[src/rtl/axi_burst_to_fifo_pkg.sv]
// Shared types and constants for the single-shot AXI read-burst-to-FIFO mover.
package axi_burst_pkg;

    localparam int unsigned DEF_ADDR_W = 16;
    localparam int unsigned DEF_DATA_W = 32;
    localparam int unsigned DEF_LEN_W  = 8;

    localparam logic [2:0] DEF_ARSIZE     = 3'd5;
    localparam logic [1:0] AXI_BURST_INCR = 2'b01;

    typedef enum logic [1:0] {
        LOAD,
        AR,
        RDATA,
        DONE
    } state_t;

endpackage

[src/rtl/axi_burst_to_fifo_if.sv]
// AXI4 master read/write channels plus FIFO write/read ports used by axi_burst_to_fifo.
interface axi_burst_to_fifo_if #(
    parameter int unsigned ADDR_W = 16,
    parameter int unsigned DATA_W = 32,
    parameter int unsigned LEN_W  = 8
);
    logic [ADDR_W-1:0]   s_axi_araddr;
    logic [LEN_W-1:0]    s_axi_arlen;
    logic [2:0]          s_axi_arsize;
    logic [1:0]          s_axi_arburst;
    logic                s_axi_arvalid;
    logic                s_axi_arready;
    logic [DATA_W-1:0]   s_axi_rdata;
    logic                s_axi_rvalid;
    logic                s_axi_rready;

    logic [ADDR_W-1:0]   s_axi_awaddr;
    logic [LEN_W-1:0]    s_axi_awlen;
    logic [2:0]          s_axi_awsize;
    logic [1:0]          s_axi_awburst;
    logic                s_axi_awvalid;
    logic                s_axi_awready;
    logic [DATA_W-1:0]   s_axi_wdata;
    logic [DATA_W/8-1:0] s_axi_wstrb;
    logic                s_axi_wlast;
    logic                s_axi_wvalid;
    logic                s_axi_wready;
    logic                s_axi_bvalid;
    logic                s_axi_bready;

    logic [DATA_W-1:0]   fifo_in_data;
    logic                fifo_write_valid;
    logic                fifo_write_ready;
    logic                fifo_read_valid;
    logic [DATA_W-1:0]   fifo_out_data;
    logic                fifo_read_ready;

    modport master (
        output s_axi_araddr, s_axi_arlen, s_axi_arsize, s_axi_arburst, s_axi_arvalid,
        output s_axi_rready,
        output s_axi_awaddr, s_axi_awlen, s_axi_awsize, s_axi_awburst, s_axi_awvalid,
        output s_axi_wdata, s_axi_wstrb, s_axi_wlast, s_axi_wvalid, s_axi_bready,
        output fifo_in_data, fifo_write_valid, fifo_read_valid,
        input  s_axi_arready, s_axi_rdata, s_axi_rvalid,
        input  s_axi_awready, s_axi_wready, s_axi_bvalid,
        input  fifo_write_ready, fifo_out_data, fifo_read_ready
    );

    modport slave (
        input  s_axi_araddr, s_axi_arlen, s_axi_arsize, s_axi_arburst, s_axi_arvalid,
        input  s_axi_rready,
        input  s_axi_awaddr, s_axi_awlen, s_axi_awsize, s_axi_awburst, s_axi_awvalid,
        input  s_axi_wdata, s_axi_wstrb, s_axi_wlast, s_axi_wvalid, s_axi_bready,
        input  fifo_in_data, fifo_write_valid, fifo_read_valid,
        output s_axi_arready, s_axi_rdata, s_axi_rvalid,
        output s_axi_awready, s_axi_wready, s_axi_bvalid,
        output fifo_write_ready, fifo_out_data, fifo_read_ready
    );

endinterface

[src/rtl/axi_burst_to_fifo_beat_counter.sv]
// Beat counter for the read burst; last flags the final beat, with len=0 treated as one beat.
module axi_beat_counter #(
    parameter int unsigned LEN_W = 8
) (
    input  logic             clk,
    input  logic             rst,
    input  logic             beat,
    input  logic [LEN_W-1:0] len,
    output logic             last
);

    logic [LEN_W-1:0] cnt_q;
    logic [LEN_W:0]   cnt_inc;

    always_ff @(posedge clk) begin
        if (rst) begin
            cnt_q <= '0;
        end else if (beat) begin
            cnt_q <= cnt_q + 1'b1;
        end
    end

    // Widened compare so cnt+1 never wraps; len=0 makes last true on the first beat.
    always_comb begin
        cnt_inc = {1'b0, cnt_q} + {{LEN_W{1'b0}}, 1'b1};
        last    = (cnt_inc >= {1'b0, len});
    end

endmodule

[src/rtl/axi_burst_to_fifo.sv]
// Single-shot AXI4 INCR read burst into a FIFO write port; valid latches high when done.
// Optional AXI_BURST_STATS_EN adds a saturating stall_cycles counter output.
module axi_burst_to_fifo
    import axi_burst_pkg::*;
#(
    parameter int unsigned ADDR_W = DEF_ADDR_W,
    parameter int unsigned DATA_W = DEF_DATA_W,
    parameter int unsigned LEN_W  = DEF_LEN_W,
    parameter logic [2:0]  ARSIZE = DEF_ARSIZE
) (
    input  logic              clk,
    input  logic              rst,
    output logic [LEN_W-1:0]  len_raddr,
    output logic [LEN_W-1:0]  len_waddr,
    output logic [LEN_W-1:0]  len_wdata,
    output logic              len_wen,
    input  logic [LEN_W-1:0]  len_rdata,
    output logic [ADDR_W-1:0] addr_raddr,
    output logic [ADDR_W-1:0] addr_waddr,
    output logic [ADDR_W-1:0] addr_wdata,
    output logic              addr_wen,
    input  logic [ADDR_W-1:0] addr_rdata,
    axi_burst_to_fifo_if.master bus,
`ifdef AXI_BURST_STATS_EN
    output logic [15:0]       stall_cycles,
`endif
    output logic              valid
);

    state_t            state_q, state_d;
    logic [LEN_W-1:0]  len_q;
    logic [ADDR_W-1:0] addr_q;
    logic              beat, last;
    logic              arvalid, rready, fifo_wvalid, done;
    logic [DATA_W-1:0] fifo_wdata;

    always_ff @(posedge clk) begin
        if (rst) begin
            state_q <= LOAD;
            len_q   <= '0;
            addr_q  <= '0;
        end else begin
            state_q <= state_d;
            if (state_q == LOAD) begin
                len_q  <= len_rdata;
                addr_q <= addr_rdata;
            end
        end
    end

    always_comb begin
        state_d     = state_q;
        beat        = 1'b0;
        arvalid     = 1'b0;
        rready      = 1'b0;
        fifo_wvalid = 1'b0;
        fifo_wdata  = '0;
        done        = 1'b0;
        unique case (state_q)
            LOAD: state_d = AR;
            AR: begin
                arvalid = 1'b1;
                if (bus.s_axi_arready) state_d = RDATA;
            end
            RDATA: begin
                rready      = bus.fifo_write_ready;
                fifo_wvalid = bus.s_axi_rvalid;
                fifo_wdata  = bus.s_axi_rdata;
                beat        = bus.s_axi_rvalid && bus.fifo_write_ready;
                if (beat && last) state_d = DONE;
            end
            DONE: done = 1'b1;
            default: state_d = LOAD;
        endcase
    end

    axi_beat_counter #(
        .LEN_W (LEN_W)
    ) u_beat_counter (
        .clk  (clk),
        .rst  (rst),
        .beat (beat),
        .len  (len_q),
        .last (last)
    );

`ifdef AXI_BURST_STATS_EN
    logic [15:0] stall_q;

    always_ff @(posedge clk) begin
        if (rst) begin
            stall_q <= '0;
        end else if (state_q == RDATA && bus.s_axi_rvalid && !bus.fifo_write_ready &&
                     stall_q != 16'hFFFF) begin
            stall_q <= stall_q + 16'd1;
        end
    end

    assign stall_cycles = stall_q;
`endif

    // Config memories are read-only here, always at address 0.
    assign len_raddr  = '0;
    assign len_waddr  = '0;
    assign len_wdata  = '0;
    assign len_wen    = 1'b0;
    assign addr_raddr = '0;
    assign addr_waddr = '0;
    assign addr_wdata = '0;
    assign addr_wen   = 1'b0;

    assign bus.s_axi_araddr  = addr_q;
    assign bus.s_axi_arlen   = len_q;
    assign bus.s_axi_arsize  = ARSIZE;
    assign bus.s_axi_arburst = AXI_BURST_INCR;
    assign bus.s_axi_arvalid = arvalid;
    assign bus.s_axi_rready  = rready;

    assign bus.s_axi_awaddr  = '0;
    assign bus.s_axi_awlen   = '0;
    assign bus.s_axi_awsize  = '0;
    assign bus.s_axi_awburst = '0;
    assign bus.s_axi_awvalid = 1'b0;
    assign bus.s_axi_wdata   = '0;
    assign bus.s_axi_wstrb   = '0;
    assign bus.s_axi_wlast   = 1'b0;
    assign bus.s_axi_wvalid  = 1'b0;
    assign bus.s_axi_bready  = 1'b0;

    assign bus.fifo_in_data     = fifo_wdata;
    assign bus.fifo_write_valid = fifo_wvalid;
    assign bus.fifo_read_valid  = 1'b0;
    assign valid                = done;

    logic unused_inputs;
    assign unused_inputs = ^{bus.s_axi_awready, bus.s_axi_wready, bus.s_axi_bvalid,
                             bus.fifo_out_data, bus.fifo_read_ready};

endmodule

[src/flat_wrapper.sv]
// flat-port wrapper written by rule: the top's interface ports become plain ports
module axi_burst_to_fifo_flat import axi_burst_pkg::*;
#(
    parameter int unsigned ADDR_W = DEF_ADDR_W,
    parameter int unsigned DATA_W = DEF_DATA_W,
    parameter int unsigned LEN_W  = DEF_LEN_W,
    parameter logic [2:0]  ARSIZE = DEF_ARSIZE
)
  (clk, rst, len_raddr, len_waddr, len_wdata, len_wen, len_rdata, addr_raddr, addr_waddr, addr_wdata, addr_wen, addr_rdata, valid, bus_s_axi_araddr, bus_s_axi_arlen, bus_s_axi_arsize, bus_s_axi_arburst, bus_s_axi_arvalid, bus_s_axi_rready, bus_s_axi_awaddr, bus_s_axi_awlen, bus_s_axi_awsize, bus_s_axi_awburst, bus_s_axi_awvalid, bus_s_axi_wdata, bus_s_axi_wstrb, bus_s_axi_wlast, bus_s_axi_wvalid, bus_s_axi_bready, bus_fifo_in_data, bus_fifo_write_valid, bus_fifo_read_valid, bus_s_axi_arready, bus_s_axi_rdata, bus_s_axi_rvalid, bus_s_axi_awready, bus_s_axi_wready, bus_s_axi_bvalid, bus_fifo_write_ready, bus_fifo_out_data, bus_fifo_read_ready);
  axi_burst_to_fifo_if #(.ADDR_W(ADDR_W), .DATA_W(DATA_W), .LEN_W(LEN_W)) bus_i ();
  input  logic clk;
  input  logic rst;
  output logic [LEN_W-1:0] len_raddr;
  output logic [LEN_W-1:0] len_waddr;
  output logic [LEN_W-1:0] len_wdata;
  output logic len_wen;
  input  logic [LEN_W-1:0] len_rdata;
  output logic [ADDR_W-1:0] addr_raddr;
  output logic [ADDR_W-1:0] addr_waddr;
  output logic [ADDR_W-1:0] addr_wdata;
  output logic addr_wen;
  input  logic [ADDR_W-1:0] addr_rdata;
  output logic valid;
  output wire logic [$bits(bus_i.s_axi_araddr)-1:0] bus_s_axi_araddr;
  output wire logic [$bits(bus_i.s_axi_arlen)-1:0] bus_s_axi_arlen;
  output wire logic [$bits(bus_i.s_axi_arsize)-1:0] bus_s_axi_arsize;
  output wire logic [$bits(bus_i.s_axi_arburst)-1:0] bus_s_axi_arburst;
  output wire logic [$bits(bus_i.s_axi_arvalid)-1:0] bus_s_axi_arvalid;
  output wire logic [$bits(bus_i.s_axi_rready)-1:0] bus_s_axi_rready;
  output wire logic [$bits(bus_i.s_axi_awaddr)-1:0] bus_s_axi_awaddr;
  output wire logic [$bits(bus_i.s_axi_awlen)-1:0] bus_s_axi_awlen;
  output wire logic [$bits(bus_i.s_axi_awsize)-1:0] bus_s_axi_awsize;
  output wire logic [$bits(bus_i.s_axi_awburst)-1:0] bus_s_axi_awburst;
  output wire logic [$bits(bus_i.s_axi_awvalid)-1:0] bus_s_axi_awvalid;
  output wire logic [$bits(bus_i.s_axi_wdata)-1:0] bus_s_axi_wdata;
  output wire logic [$bits(bus_i.s_axi_wstrb)-1:0] bus_s_axi_wstrb;
  output wire logic [$bits(bus_i.s_axi_wlast)-1:0] bus_s_axi_wlast;
  output wire logic [$bits(bus_i.s_axi_wvalid)-1:0] bus_s_axi_wvalid;
  output wire logic [$bits(bus_i.s_axi_bready)-1:0] bus_s_axi_bready;
  output wire logic [$bits(bus_i.fifo_in_data)-1:0] bus_fifo_in_data;
  output wire logic [$bits(bus_i.fifo_write_valid)-1:0] bus_fifo_write_valid;
  output wire logic [$bits(bus_i.fifo_read_valid)-1:0] bus_fifo_read_valid;
  input wire logic [$bits(bus_i.s_axi_arready)-1:0] bus_s_axi_arready;
  input wire logic [$bits(bus_i.s_axi_rdata)-1:0] bus_s_axi_rdata;
  input wire logic [$bits(bus_i.s_axi_rvalid)-1:0] bus_s_axi_rvalid;
  input wire logic [$bits(bus_i.s_axi_awready)-1:0] bus_s_axi_awready;
  input wire logic [$bits(bus_i.s_axi_wready)-1:0] bus_s_axi_wready;
  input wire logic [$bits(bus_i.s_axi_bvalid)-1:0] bus_s_axi_bvalid;
  input wire logic [$bits(bus_i.fifo_write_ready)-1:0] bus_fifo_write_ready;
  input wire logic [$bits(bus_i.fifo_out_data)-1:0] bus_fifo_out_data;
  input wire logic [$bits(bus_i.fifo_read_ready)-1:0] bus_fifo_read_ready;
  assign bus_s_axi_araddr = bus_i.s_axi_araddr;
  assign bus_s_axi_arlen = bus_i.s_axi_arlen;
  assign bus_s_axi_arsize = bus_i.s_axi_arsize;
  assign bus_s_axi_arburst = bus_i.s_axi_arburst;
  assign bus_s_axi_arvalid = bus_i.s_axi_arvalid;
  assign bus_s_axi_rready = bus_i.s_axi_rready;
  assign bus_s_axi_awaddr = bus_i.s_axi_awaddr;
  assign bus_s_axi_awlen = bus_i.s_axi_awlen;
  assign bus_s_axi_awsize = bus_i.s_axi_awsize;
  assign bus_s_axi_awburst = bus_i.s_axi_awburst;
  assign bus_s_axi_awvalid = bus_i.s_axi_awvalid;
  assign bus_s_axi_wdata = bus_i.s_axi_wdata;
  assign bus_s_axi_wstrb = bus_i.s_axi_wstrb;
  assign bus_s_axi_wlast = bus_i.s_axi_wlast;
  assign bus_s_axi_wvalid = bus_i.s_axi_wvalid;
  assign bus_s_axi_bready = bus_i.s_axi_bready;
  assign bus_fifo_in_data = bus_i.fifo_in_data;
  assign bus_fifo_write_valid = bus_i.fifo_write_valid;
  assign bus_fifo_read_valid = bus_i.fifo_read_valid;
  assign bus_i.s_axi_arready = bus_s_axi_arready;
  assign bus_i.s_axi_rdata = bus_s_axi_rdata;
  assign bus_i.s_axi_rvalid = bus_s_axi_rvalid;
  assign bus_i.s_axi_awready = bus_s_axi_awready;
  assign bus_i.s_axi_wready = bus_s_axi_wready;
  assign bus_i.s_axi_bvalid = bus_s_axi_bvalid;
  assign bus_i.fifo_write_ready = bus_fifo_write_ready;
  assign bus_i.fifo_out_data = bus_fifo_out_data;
  assign bus_i.fifo_read_ready = bus_fifo_read_ready;
  axi_burst_to_fifo #(.ADDR_W(ADDR_W), .DATA_W(DATA_W), .LEN_W(LEN_W), .ARSIZE(ARSIZE)) u_core (.clk(clk), .rst(rst), .len_raddr(len_raddr), .len_waddr(len_waddr), .len_wdata(len_wdata), .len_wen(len_wen), .len_rdata(len_rdata), .addr_raddr(addr_raddr), .addr_waddr(addr_waddr), .addr_wdata(addr_wdata), .addr_wen(addr_wen), .addr_rdata(addr_rdata), .bus(bus_i), .valid(valid));
endmodule
[config.mk]
export PLATFORM = sky130hd
export DESIGN_NAME = axi_burst_to_fifo_flat
export DESIGN_NICKNAME = d
export VERILOG_FILES = /design/src/rtl/axi_burst_to_fifo_pkg.sv /design/src/rtl/axi_burst_to_fifo_if.sv /design/src/rtl/axi_burst_to_fifo_beat_counter.sv /design/src/rtl/axi_burst_to_fifo.sv /design/src/flat_wrapper.sv
export SDC_FILE = /design/constraint.sdc
export NUM_CORES = 1
export LEC_CHECK = 0
export BUFFER_PORTS_ARGS = -buffer_cell sky130_fd_sc_hd__buf_2
export CAP_MARGIN = 20
export CORE_AREA = 8 8 111 113
export DETAILED_ROUTE_END_ITERATION = 12
export DIE_AREA = 0 0 119 121
export PLACE_DENSITY = 0.67
export RECOVER_POWER = 50
export SLEW_MARGIN = 30
export SYNTH_ARGS = -nofsm -noshare
export SYNTH_HDL_FRONTEND = slang
export SYNTH_HIERARCHICAL = 1
export SYNTH_SLANG_ARGS = --single-unit
[constraint.sdc]
create_clock -name clk -period 7.1 [get_ports clk]
set_clock_uncertainty 0.1 [all_clocks]
set_input_delay 1.775 -clock clk [delete_from_list [all_inputs] [get_ports clk]]
set_output_delay 1.775 -clock clk [all_outputs]
set_load 0.05 [all_outputs]
=== Word level (Yosys, flattened, before mapping) ===
Cells that the tools add are included.

* Memory bits (writable): 0
* Output and inout port bits: 209
* Bits in read-only memories: 0
* Bits in latches: 0
* Word-level logic and storage cells: 26
* Memories kept: 0
* Input port bits: 97
* Register bits: 34

* Add/sub/neg operators: 2
* Shift operators: 0
* Order comparisons: 1
* Reductions and logical operators: 5
* Bitwise gates (word level): 0
* Muxes and demuxes: 9
* Multipliers: 0
* Divide/modulo/power cells: 0
* Equality and inequality tests: 5

{| class="wikitable"
|+ Operator list
! kind !! count
|-
| $mux 32 || 1
|-
| $add 8x1->9 const B || 1
|-
| $ge 9x8->1 || 1
|-
| $add 8x1->8 const B || 1
|-
| $pmux 2 s3 || 1
|-
| $mux 1 || 5
|-
| $eq 2x2->1 const B || 2
|-
| $mux 2 || 2
|-
| $reduce_and 3->1 || 1
|-
| $reduce_bool 3->1 || 1
|-
| $eq 2x1->1 const B || 1
|-
| $logic_and 1x1->1 || 2
|-
| $logic_not 2->1 || 1
|-
| $ne 2x1->1 const B || 1
|-
| $ne 2x2->1 const B || 1
|}

=== Longest topological paths before layout ===
* Depth in word-level cells: 5
* Gate-level depth with buffers: 13
* Gate-level depth less buffers: 12

=== Cells and area by module ===
The synthesis kept the hierarchy.

{| class="wikitable"
|+ By module, submodules not included
! module !! area an instance (um2) !! cells each !! instances !! seq. area each (um2)
|-
| axi_burst_to_fifo || 2379.8 || 285 || 1 || 520.5
|-
| axi_beat_counter || 616.8 || 76 || 1 || 160.2
|}

=== Least setup slack after synthesis ===
No wires, ideal clock.

* Path type: input port to output port
* From: input bus_s_axi_rdata[30]
* To: output bus_fifo_in_data[30]
* Arrival time: 2.187 ns
* Stages: 1
* Data required time: 5.225 ns
* Path buffers: 0
* Slack: 3.038 ns
* Cells stage by stage: and2_1

* Word-level cells in the longest chain between the ends: 1

{| class="wikitable"
|+ RTL lines
! item !! line !! source
|-
| start, declared || flat_wrapper.sv:44 || <nowiki>input wire logic [$bits(bus_i.s_axi_rdata)-1:0] bus_s_axi_rdata;</nowiki>
|-
| $mux 32 || axi_burst_to_fifo.sv:59 || <nowiki>unique case (state_q)</nowiki>
|-
| end, declared || flat_wrapper.sv:40 || <nowiki>output wire logic [$bits(bus_i.fifo_in_data)-1:0] bus_fifo_in_data;</nowiki>
|}

No other way between the ends.

=== Worst setup path after layout ===
* From: input bus_s_axi_rvalid
* To: output bus_fifo_write_valid

* Word-level cells in the longest chain between the ends: 1

{| class="wikitable"
|+ RTL lines
! item !! line !! source
|-
| start, declared || flat_wrapper.sv:45 || <nowiki>input wire logic [$bits(bus_i.s_axi_rvalid)-1:0] bus_s_axi_rvalid;</nowiki>
|-
| $mux 1 || axi_burst_to_fifo.sv:59 ||
|-
| end, declared || flat_wrapper.sv:41 || <nowiki>output wire logic [$bits(bus_i.fifo_write_valid)-1:0] bus_fifo_write_valid;</nowiki>
|}

No other way between the ends.

==> metrics <==
final net count 585; hpwl dp 6090 um; area of the multi-input gates approximately 1600 um^2; Tcrit/Tclk final 0.584; final setup margin 2.95 ns; vias per cell between 3 and 4; clk sink count 34; worst min path class flop to flop; RR Endpoint u_core/state_q[0]$_SDFFE_PP0P_; clock power share 0.123; die height approximately 120 um; Post CTS Setup Buffer Count 0; M1 GR Usage 0.0750; initial antenna violation count 0; die area approximately 14000 um^2; #FFs+latches synth 34; RePlAce Congestion about 0.74; largest net degree at the start of global routing 37; Initial Util 0.283; synthesized instance count ~360; sw frac 0.590; first-pass GRT wire length roughly 11000 um; share of flip-flops with an asynchronous set or reset 0; H-tree depth 2; post-layout util 0.304; Layout area overhead 7.43%; final instance area ~3200 um^2; Ports about 310; maximum clock rate around 0.24 GHz; TNS Setup 0 ns; FILL cells between 1000 and 1500; register-to-register setup slack between 4 and 5 ns; Placed Area roughly 3100 um^2; WP data required ~5.2 ns; PwrDens around 370 nW/um^2; Resized cells post-CTS 0; Post-Syn Area around 3000 um^2; kind of critical path primary input to output pin; power share of the combinational group 0.660; number of synthesized flops with an enable pin 0; Tmin final 4.15 ns; sw power around 0.70 mW; via count 2098; final total power approximately 1.2 mW; hold_sp u_core/bus.s_axi_araddr[10]$_SDFFE_PP0N_; synth top area cells buf_4, dfxtp_1, mux2i_1; CP endpoint kind output pin; RSZ-0062 raised after global routing no; global router's overall resource usage 0.0887; # hold bufs at CTS 0; clock-pin slew on the worst setup and hold paths roughly 0.07 ns; vias in the first global route approximately 2100; Yosys top cell area share 0.383; most frequent cells after synthesis buf_4, nor2_1, dfxtp_1, and2_1, mux2i_1; grt met2 use 0.171; WP data arrival 2.27 ns; Residual DRC 0; most common cell in the synthesized netlist buf_4; outcome finished, violations left; Synth Flop Type dfxtp_1; Max IR drop VDD between 0.15 and 0.2 mV; drt total wl about 6900 um; MaxCap Viol Count 1; Clock Tree Buf Depth 2; sequential area share after synthesis 0.227; final hold vios 0; Static Leak ~1.9 nW; hold_ws roughly 0.39 ns; drt pass-1 iters 3; Reg-to-Reg Start u_core/u_beat_counter/cnt_q[0]$_SDFFE_PP0P_; Worst slew margin -0.0340; WL per Instance between 10 and 15 um; Root Buffer clkbuf_8; GR Overflow Total 0; Synth cell types 30; CTS buffer count 5; Top Usage Layer GRT met2; n_diodes 0; CTS tree done; Yosys warnings 6; die width 119 um; Hold Path End u_core/bus.s_axi_araddr[10]$_SDFFE_PP0N_; IO Port Bufs 120; startpoint types primary input; Syn Area/Cell a little over 8 um^2; M3 GR Usage 0.0503; worst slew pin tran ~1.6 ns; Core ar. approximately 11000 um^2; Rows 38; layout cells sized above 1 0.248; Inst Count DP roughly 600; First DRT Iteration DRCs 40; Max Transition Viols Final 37; Crit Path Max Fanout 3; DP Worst Slack a little under 3 ns; Reg2Reg Depth 10; post-route ant nets 0; Clock Latency Late Sink about 0.28 ns; number of setup violations in the final report 0; Hold Path Stages 2; Register Area 681 um^2; Flop pwr share 0.216; final std cells w/o fill around 620; Yosys top cell by area buf_4; violated checks capacitance limit, slew limit; Int Power ~0.49 mW
[cell type report]
type | count | share of cell area
Multi-Input combinational cell | 302 | 0.511
Inverter | 10 | 0.0117
Timing Repair Buffer | 121 | 0.183
Sequential cell | 34 | 0.211
Clock buffer | 7 | 0.0268
Tap cell | 140 | 0.0544
Clock inverter | 1 | 0.00155
[layout by cell type (no fill, tap or decap), types with 2 or more instances in the layout]
master    instances
conb_1          149
buf_2           104
nor2_1           38
dfxtp_1          34
and2_1           33
mux2i_1          26
clkbuf_1         17
ha_1             13
inv_1             9
xor2_1            9
clkbuf_8          6
nand2_1           6
nand3_1           4
xnor2_1           4
nand4_1           3
nand2b_1          2
and3_1            2
a21oi_1           2
[how the worst max path moves through the flow]
| stage | startpoint | end | slack [ns] |
|---|---|---|---|
| floorplan | bus_s_axi_rdata[30] | bus_fifo_in_data[30] | 3.04 |
| global placement | bus_s_axi_rvalid | bus_fifo_write_valid | 2.94 |
| detailed placement | bus_s_axi_rvalid | bus_fifo_write_valid | 2.95 |
| CTS | bus_s_axi_rvalid | bus_fifo_write_valid | 2.95 |
| global route | bus_fifo_write_ready | bus_s_axi_rready | 2.93 |
| finish | bus_s_axi_rvalid | bus_fifo_write_valid | 2.95 |
[metal layers]
layer	wire length, um	vias up
met4	75	0
met2	3630	132
met1	2260	903
met5	0	-
li1	-	1056
met3	979	7
[logic make-up after synthesis]
family                   Yosys count  synth area share
buffers and inverters            172             0.408
adder cells (fa/ha/maj)           14            0.0585
AO/OA/AOI/OAI                      6            0.0154
AND/OR/NAND/NOR                   93             0.159
other                              2           0.00251
multiplexers                      27            0.0906
flip-flops                        34             0.227
XOR/XNOR                          13            0.0380
[critical path, stage by stage]
cell	delay [ns]
buf_2	0.12
and2_2	0.18
buf_2	0.21
[registers in the layout (all words and copies together) (netlist names)]
register	count
u_core/state_q	2
u_core/bus.s_axi_arlen	8
u_core/bus.s_axi_araddr	16
u_core/u_beat_counter/cnt_q	8
[power by group through the flow]
stage               combinational, mW  sequential, mW  clock (mW)
floorplan                       0.620           0.370           0
global placement                0.791           0.259           0
detailed placement              0.794           0.259           0
CTS                             0.795           0.256       0.153
global route                    0.833           0.262       0.160
finish                          0.782           0.256       0.146
(Power assumes the default switching activity.)
